### config.mk
export PLATFORM = sky130hd
export DESIGN_NAME = irq_arbiter
export DESIGN_NICKNAME = d
export VERILOG_FILES = /design/src/rtl/irq_arbiter.sv
export SDC_FILE = /design/constraint.sdc
export NUM_CORES = 1
export LEC_CHECK = 0
export BUFFER_PORTS_ARGS = -buffer_cell sky130_fd_sc_hd__buf_4
export CAP_MARGIN = 0
export CORE_UTILIZATION = 33
export DETAILED_ROUTE_END_ITERATION = 16
export PLACE_DENSITY = 0.62
export SLEW_MARGIN = 25
export SYNTH_ARGS = -nofsm -noshare
export SYNTH_HDL_FRONTEND = slang
export SYNTH_SLANG_ARGS = --single-unit
export TNS_END_PERCENT = 5
### constraint.sdc
create_clock -name clk -period 2.8 [get_ports clk]
set_input_delay 0.28 -clock clk [delete_from_list [all_inputs] [get_ports clk]]
set_output_delay 0.28 -clock clk [all_outputs]
set_load 0.02 [all_outputs]
### src/rtl/irq_arbiter.sv
// Round-robin interrupt arbiter: latches level/edge requests, picks one winner and
// runs the signal -> acknowledge -> return handshake with the core's trap logic.
module irq_arbiter #(
  parameter int unsigned N_SRC = 6,
  parameter int unsigned ID_W  = 4
) (
  input  logic             clk,
  input  logic             rst_n_i,
  input  logic [N_SRC-1:0] int_req_i,
  input  logic [N_SRC-1:0] mie_i,
  input  logic [N_SRC-1:0] edge_i,
  input  logic             gie_i,
  input  logic             trap_ack_i,
  input  logic             int_ret_i,
  output logic             int_o,
  output logic [31:0]      mcause_o,
  output logic [N_SRC-1:0] int_fin_o,
  output logic             busy_o
);

  typedef enum logic [1:0] {IDLE, SIGNAL, ACTIVE} state_t;

  state_t             state, state_nxt;
  logic [N_SRC-1:0]   pend, pend_nxt, prev, elig;
  logic [2*N_SRC-1:0] elig_rot;
  logic [ID_W-1:0]    rr_ptr, cur_id, win_id, cur_inc;
  logic [ID_W:0]      win_sum;
  logic               win_vld;
  logic               ack_fire, ret_fire;

  assign ack_fire = (state == SIGNAL) && trap_ack_i;
  assign ret_fire = (state == ACTIVE) && int_ret_i;
  assign elig     = pend & mie_i & {N_SRC{gie_i}};
  assign cur_inc  = (cur_id == ID_W'(N_SRC - 1)) ? '0 : cur_id + 1'b1;

  // Rotate the eligible vector so bit 0 is rr_ptr; first set bit is the winner offset.
  always_comb begin
    elig_rot = {elig, elig} >> rr_ptr;
    win_vld  = 1'b0;
    win_sum  = '0;
    for (int unsigned k = 0; k < N_SRC; k++) begin
      if (!win_vld && elig_rot[k]) begin
        win_vld = 1'b1;
        win_sum = {1'b0, rr_ptr} + (ID_W + 1)'(k);
      end
    end
    if (win_sum >= (ID_W + 1)'(N_SRC))
      win_sum = win_sum - (ID_W + 1)'(N_SRC);
    win_id = win_sum[ID_W-1:0];
  end

  // Edge sources: a fresh edge in the acknowledge cycle outranks the clear.
  always_comb begin
    pend_nxt = '0;
    for (int unsigned i = 0; i < N_SRC; i++) begin
      if (edge_i[i])
        pend_nxt[i] = (int_req_i[i] & ~prev[i]) |
                      (pend[i] & ~(ack_fire && (cur_id == ID_W'(i))));
      else
        pend_nxt[i] = int_req_i[i];
    end
  end

  always_ff @(posedge clk or negedge rst_n_i) begin
    if (!rst_n_i) state <= IDLE;
    else          state <= state_nxt;
  end

  always_comb begin
    state_nxt = state;
    unique case (state)
      IDLE:    if (win_vld) state_nxt = SIGNAL;
      SIGNAL:  if (trap_ack_i)        state_nxt = ACTIVE;
               else if (!elig[cur_id]) state_nxt = IDLE;
      ACTIVE:  if (int_ret_i) state_nxt = IDLE;
      default: state_nxt = IDLE;
    endcase
  end

  always_comb begin
    int_o  = (state == SIGNAL);
    busy_o = (state != IDLE);
  end

  always_ff @(posedge clk or negedge rst_n_i) begin
    if (!rst_n_i) begin
      pend      <= '0;
      prev      <= '0;
      rr_ptr    <= '0;
      cur_id    <= '0;
      mcause_o  <= '0;
      int_fin_o <= '0;
    end else begin
      pend      <= pend_nxt;
      prev      <= int_req_i;
      int_fin_o <= '0;
      if (state == IDLE && win_vld)
        cur_id <= win_id;
      if (ack_fire)
        mcause_o <= 32'h8000_0010 + {{(32 - ID_W){1'b0}}, cur_id};
      if (ret_fire) begin
        int_fin_o <= N_SRC'(1) << cur_id;
        rr_ptr    <= cur_inc;
      end
    end
  end

endmodule

Yosys cells after proc, flatten, opt, wreduce, memory -nomap -nowiden
Index checks and enable logic that the tools add are counted.

Bits in registers: 60. Bits in latches: 0. Bits in writable memories: 0. Memory bits (read-only): 0. Input bits: 23. Memories: 0.

$add $sub $neg: 8. Multipliers: 0. Div/mod/pow operators: 0. $lt $le $gt $ge: 2. Equal/unequal tests: 10. Shifts and indexed selects: 2. Mux-type cells: 28. Bitwise gates (word level): 32. Reduce and logical (&&, ||, !) cells: 23.

Operator list (number): $add 32x4->32 const A (1); $mux 5 (5); $logic_and 1x1->1 (14); $mux 1 (13); $and 1x1->1 (12); $and 6x6->6 (2); $mux 4 (3); $not 1->1 (12); $shr 12x4->6 (1); $add 4x2->5 const B (2); $add 4x3->5 const B (2); $eq 4x2->1 const B (2); $eq 4x3->1 const B (2); $mux 2 (4); $mux 6 (1); $or 1x1->1 (6); $pmux 2 s3 (1); $shl 1x4->6 const A (1); $add 4x1->5 const B (1); $ge 5x3->1 const B (1); $logic_not 1->1 (5); $add 4x1->4 const B (1); $eq 4x1->1 const B (1); $logic_not 4->1 (1); other kinds (10) (11).

Logic depth before layout (Yosys ltp)
Depth in word-level cells: 21. Gate-level depth with buffers: 17. Depth with buffers taken out: 13.

Worst setup path before layout
OpenSTA, ideal clock, no wires.

Kind: reg-to-reg. Start: register rr_ptr[2]. End: register cur_id[1]. Library setup time: 77 ps. Arrival time: 3000 ps. Data required time: 2723 ps. Slack: -278 ps. Cell stages (with the launch flop): 15. Clock period less this slack: 3078 ps. Cells stage by stage: dfrtp_1 -> buf_6 -> buf_6 -> nand4b_1 -> nand4_2 -> a211o_1 -> or3b_1 -> nor3_2 -> a21oi_1 -> o211a_1 -> ha_1 -> inv_1 -> o2111ai_4 -> a211o_1 -> a21oi_1.

Longest elaborated chain between the ends: 19. Elaborated cells on any way between the ends: 32. Those cells by class: add/sub: 6; order compare: 1; shift: 1; mux: 13; reduce/logical: 11.

RTL lines: start, declared (line 26) `logic [ID_W-1:0] rr_ptr, cur_id, win_id, cur_inc;`; start signal, assigned (line 103) `rr_ptr <= cur_inc;`; $shr 12x4->6 (line 38) `elig_rot = {elig, elig} >> rr_ptr;`; $mux 1 (line 42) `if (!win_vld && elig_rot[k]) begin`; $logic_not 1->1 (line 42); $logic_and 1x1->1 (line 42); $mux 1 (line 42); $logic_not 1->1 (line 42); $logic_and 1x1->1 (line 42); $mux 1 (line 42); [... 3 more ...]; $logic_not 1->1 (line 42); $logic_and 1x1->1 (line 42); $mux 1 (line 42); $logic_not 1->1 (line 42); $logic_and 1x1->1 (line 42); $mux 5 (line 42); $sub 4x3->4 or $ge 5x3->1 (tied branches) (line 48, 47); $mux 4 (line 47) `if (win_sum >= (ID_W + 1)'(N_SRC))`; end signal, assigned (line 98) `cur_id <= win_id;`; end, declared (line 26).

Parallel ways exist; a longest one is shown, timed or not. A chain may end at the register's enable or synchronous reset.

Worst setup path after layout
Start: register rr_ptr[2]. End: register cur_id[2].

Same word-level chain as after synthesis.

==> results.txt <==
Final min period - 3020 ps
Largest net degree at the start of global routing - 34
Post-Synthesis Cell Area - 2770 um2
Post-synth top flop - dfrtp_1
R2R Setup Slk - -220 ps
Residual DRC - 0
Vias in the first global route - 2,572
CTS tree - built
PortBufs - 36
GRT Residual Overflow - 0
Placement Setup Slack - -271 ps
FFs w/ async S/R, synth - 100%
Critical path launch point type - flop
Avg Cell Area, Syn - 8.93 um2
RR Endpoint - cur_id[2]
Initial antenna violation count - 0
Ports - 63
First-pass GRT wire length - 12,600 um
Status - finished, violations left
Total of max-cap violations - 0
Leak - 1.66 nW
Synth-to-layout area growth - 33.4%
# diodes - 0
Hold Path Origin - int_req_i[1]
CP endpoint kind - flop
Worst vdd ir - 0.708 mV
Setup TNS Final - -528 ps
Post-DP HPWL - 5940 um
Post-synthesis cell count - 310
Slowest CP cell - dfrtp_2
GRT Overall Usage - 18.3%
Crit path DAT - 3200 ps
Core box area - 8180 um2
Worst Reg-to-Reg Cells - 13
Maximum fanout along the worst path - 6
#FFs+latches synth - 33
Root buf cell - clkbuf_8
RR Startpoint - rr_ptr[2]
Cells along the critical path - buf_2 > nand4bb_1 > nand4_2 > a211o_1 > or3b_4 > nor3_4 > a21oi_1 > o211a_1 > ha_2 > inv_2 > o2111ai_4 > mux2i_1 > o31ai_1
Layout cells sized above 1 - 37.6%
RSZ-0062 raised after global routing - true
Worst skew pair latency - 280 ps
Slew @ Worst Pin - 502 ps
Crit Path Category - flop to flop
Maximum level of the CTS H-tree - 2
Initial Utilization - 33.9%
EDFF count, synth - 0
Fmax - 331 MHz
TritonCTS buffer count - 5
DR iter-0 viols - 119
Finished Cell Area - 3690 um2
Worst slew margin - 66.4%
Nets - 444
Register area share after synthesis - 29.8%
Die ar. - 8760 um2
WP data required - 2990 ps
Power Dens Cells - 1020 nW/um2
Placed cell areas - 3480 um2
Number of nets still failing antenna checks after routing - 0
Worst setup path endpoint - cur_id[2]
Die span in y - 93.6 um
Crit-path max cell delay - 410 ps
Setup ws final - -219 ps
Failing checks - negative setup slack
Yosys Warn Count - 0
Clock Skews - 6.15 ps
Final Cycle Share - 108%
Hold crit path type - input port to flop
Clock buffer depth - 2
Count of cell types in the netlist - 66
Drt first pass iters - 5
Rows - 33
Die span in x - 93.6 um
Worst-path clk slew - 70 ps
Total Wirelength - 7720 um
Setup Viol. Count Final - 3
Setup crit start - rr_ptr[2]
CTS Sinks - 33
WL/cell - 14.9 um
Via density - 5.24
Gpl congestion - 0.843
Final max-slew violation count - 0
Final Hold Violating Endpoints - 0
DR vias - 2,709
-- where the power goes --
group	switching (mW)	internal, mW	leakage (nW)	total, mW
sequential	0.162	0.594	0.404	0.756
combinational	1.33	1.32	1.21	2.65
clock	0.164	0.195	0.0443	0.359
total	1.66	2.11	1.66	3.76
-- critical path: cells and delay by family, from the launching register on --
family          cells  cell delay, ps
fa+ha+maj           1             180
simple gates        4             930
mux                 1             160
compound gates      5             990
flops               1             410
buf+inv             2             250
-- cell type report --
cell class / count / area, um2
fill: 798 / 4480
multi-input combinational: 249 / 1750
timing repair buffer: 115 / 868
sequential: 33 / 828
tap: 105 / 131
clock buffer: 7 / 86.3
inverter: 8 / 30.0
-- cells in the mapped netlist, types with 2 or more instances --
master | number | area share, %
nor4b_1 | 3 | 0.95
nand4_2 | 2 | 0.90
mux2i_1 | 3 | 1.1
o2111ai_1 | 2 | 0.63
or2_2 | 2 | 0.45
nand3b_1 | 7 | 1.9
buf_2 | 4 | 0.72
and2_1 | 6 | 1.4
ha_1 | 9 | 4.1
mux4_2 | 3 | 2.4
a21oi_1 | 15 | 2.7
nand4_1 | 3 | 0.68
nand3_1 | 12 | 2.2
mux2_2 | 4 | 1.6
nor3b_1 | 2 | 0.54
a21o_1 | 3 | 0.81
o2111a_1 | 2 | 0.81
nor3_1 | 5 | 0.90
inv_1 | 7 | 0.95
or2b_1 | 2 | 0.54
nand4b_1 | 5 | 1.6
nor4_1 | 4 | 0.90
xor2_1 | 3 | 0.95
nor2b_1 | 6 | 1.4
buf_6 | 3 | 1.2
o31ai_1 | 3 | 0.81
o32ai_1 | 2 | 0.63
nand2_1 | 37 | 5.0
o21a_1 | 2 | 0.54
nor2_1 | 9 | 1.2
nand4bb_1 | 2 | 0.81
o21ai_0 | 13 | 2.3
a32o_1 | 5 | 1.8
buf_4 | 31 | 8.4
nand2b_1 | 7 | 1.6
xnor2_1 | 2 | 0.63
a22oi_1 | 3 | 0.81
a211o_1 | 3 | 0.95
o21ai_1 | 2 | 0.36
dfrtp_1 | 33 | 30
a211oi_1 | 4 | 1.1
o211ai_1 | 5 | 1.4
nand2_2 | 2 | 0.45
clkbuf_1 | 6 | 0.81
-- kinds of logic after synthesis --
kind of cell	after synthesis	synth area share, %
AND/OR/NAND/NOR	123	25.5
AO/OA/AOI/OAI	76	21.0
buffers and inverters	53	12.8
flip-flops	33	29.8
multiplexers	10	5.15
adder cells (fa/ha/maj)	9	4.07
XOR/XNOR	5	1.58
other	1	0.135
-- per-layer routing --
metal | GRT usage, % | part of all wire [%]
met1 | 24.3 | 46
met2 | 31.7 | 48
met3 | 1.87 | 4.9
met4 | 4.62 | 1.3
met5 | 0 | 0
-- worst min-delay path by stage --
| stage | to | slack (ps) | depth (start not counted) |
|---|---|---|---|
| finish | prev[1] | 110 | 1 |
| CTS | prev[1] | 110 | 1 |
| detailed placement | mcause_o[1] | 250 | 1 |
| global route | prev[1] | 100 | 1 |
| global placement | mcause_o[1] | 240 | 1 |
| floorplan | cur_id[0] | -20 | 0 |
-- flip-flops by register name, indices dropped and copies added, names as in the netlist --
signal / flops
cur_id: 4
int_fin_o: 6
mcause_o: 5
pend: 6
prev: 6
rr_ptr: 4
state: 2
-- placed cells by master, fill, tap and decap left out, types with 3 or more instances in the layout --
master / instances
dfrtp_1: 31
conb_1: 26
nand2_1: 37
mux2_2: 3
nor2_1: 9
nor3_1: 4
xor2_1: 3
nand3_1: 10
a32o_1: 5
a22oi_1: 3
inv_1: 5
nor2b_1: 6
o211ai_1: 5
and2_1: 5
o21ai_1: 3
mux4_2: 3
o21ai_0: 12
buf_4: 110
nor4_1: 4
nand4b_1: 5
a21o_1: 3
a211o_1: 3
a21oi_1: 14
ha_1: 8
nand2b_1: 7
a211oi_1: 4
inv_2: 3
nor4b_1: 3
nand3b_1: 7
nand4_1: 3
mux2i_1: 3
clkbuf_8: 6
-- timing repair --
action,CTS,global route
cloned,2,0
setup buffers,5,0
gates resized for setup,16,2
pin swaps,5,2
hold buffers,1,0
setup endpoints to repair,3,3
endpoints found under the hold margin,33,0
-- per-stage QoR --
stage / instances / utilization, % / power (mW) / hold slack, ps
after CTS: 517 / 45.0 / 3.71 / 106
after global routing: 517 / 45.2 / 4.05 / 105
after floorplan: 335 / - / 2.36 / -15.6
after global placement: 502 / 42.6 / 3.16 / 242
after detailed placement: 502 / 42.6 / 3.19 / 246
final: 517 / 45.2 / 3.76 / 110
Note: power is estimated with default switching activity, not from simulation.
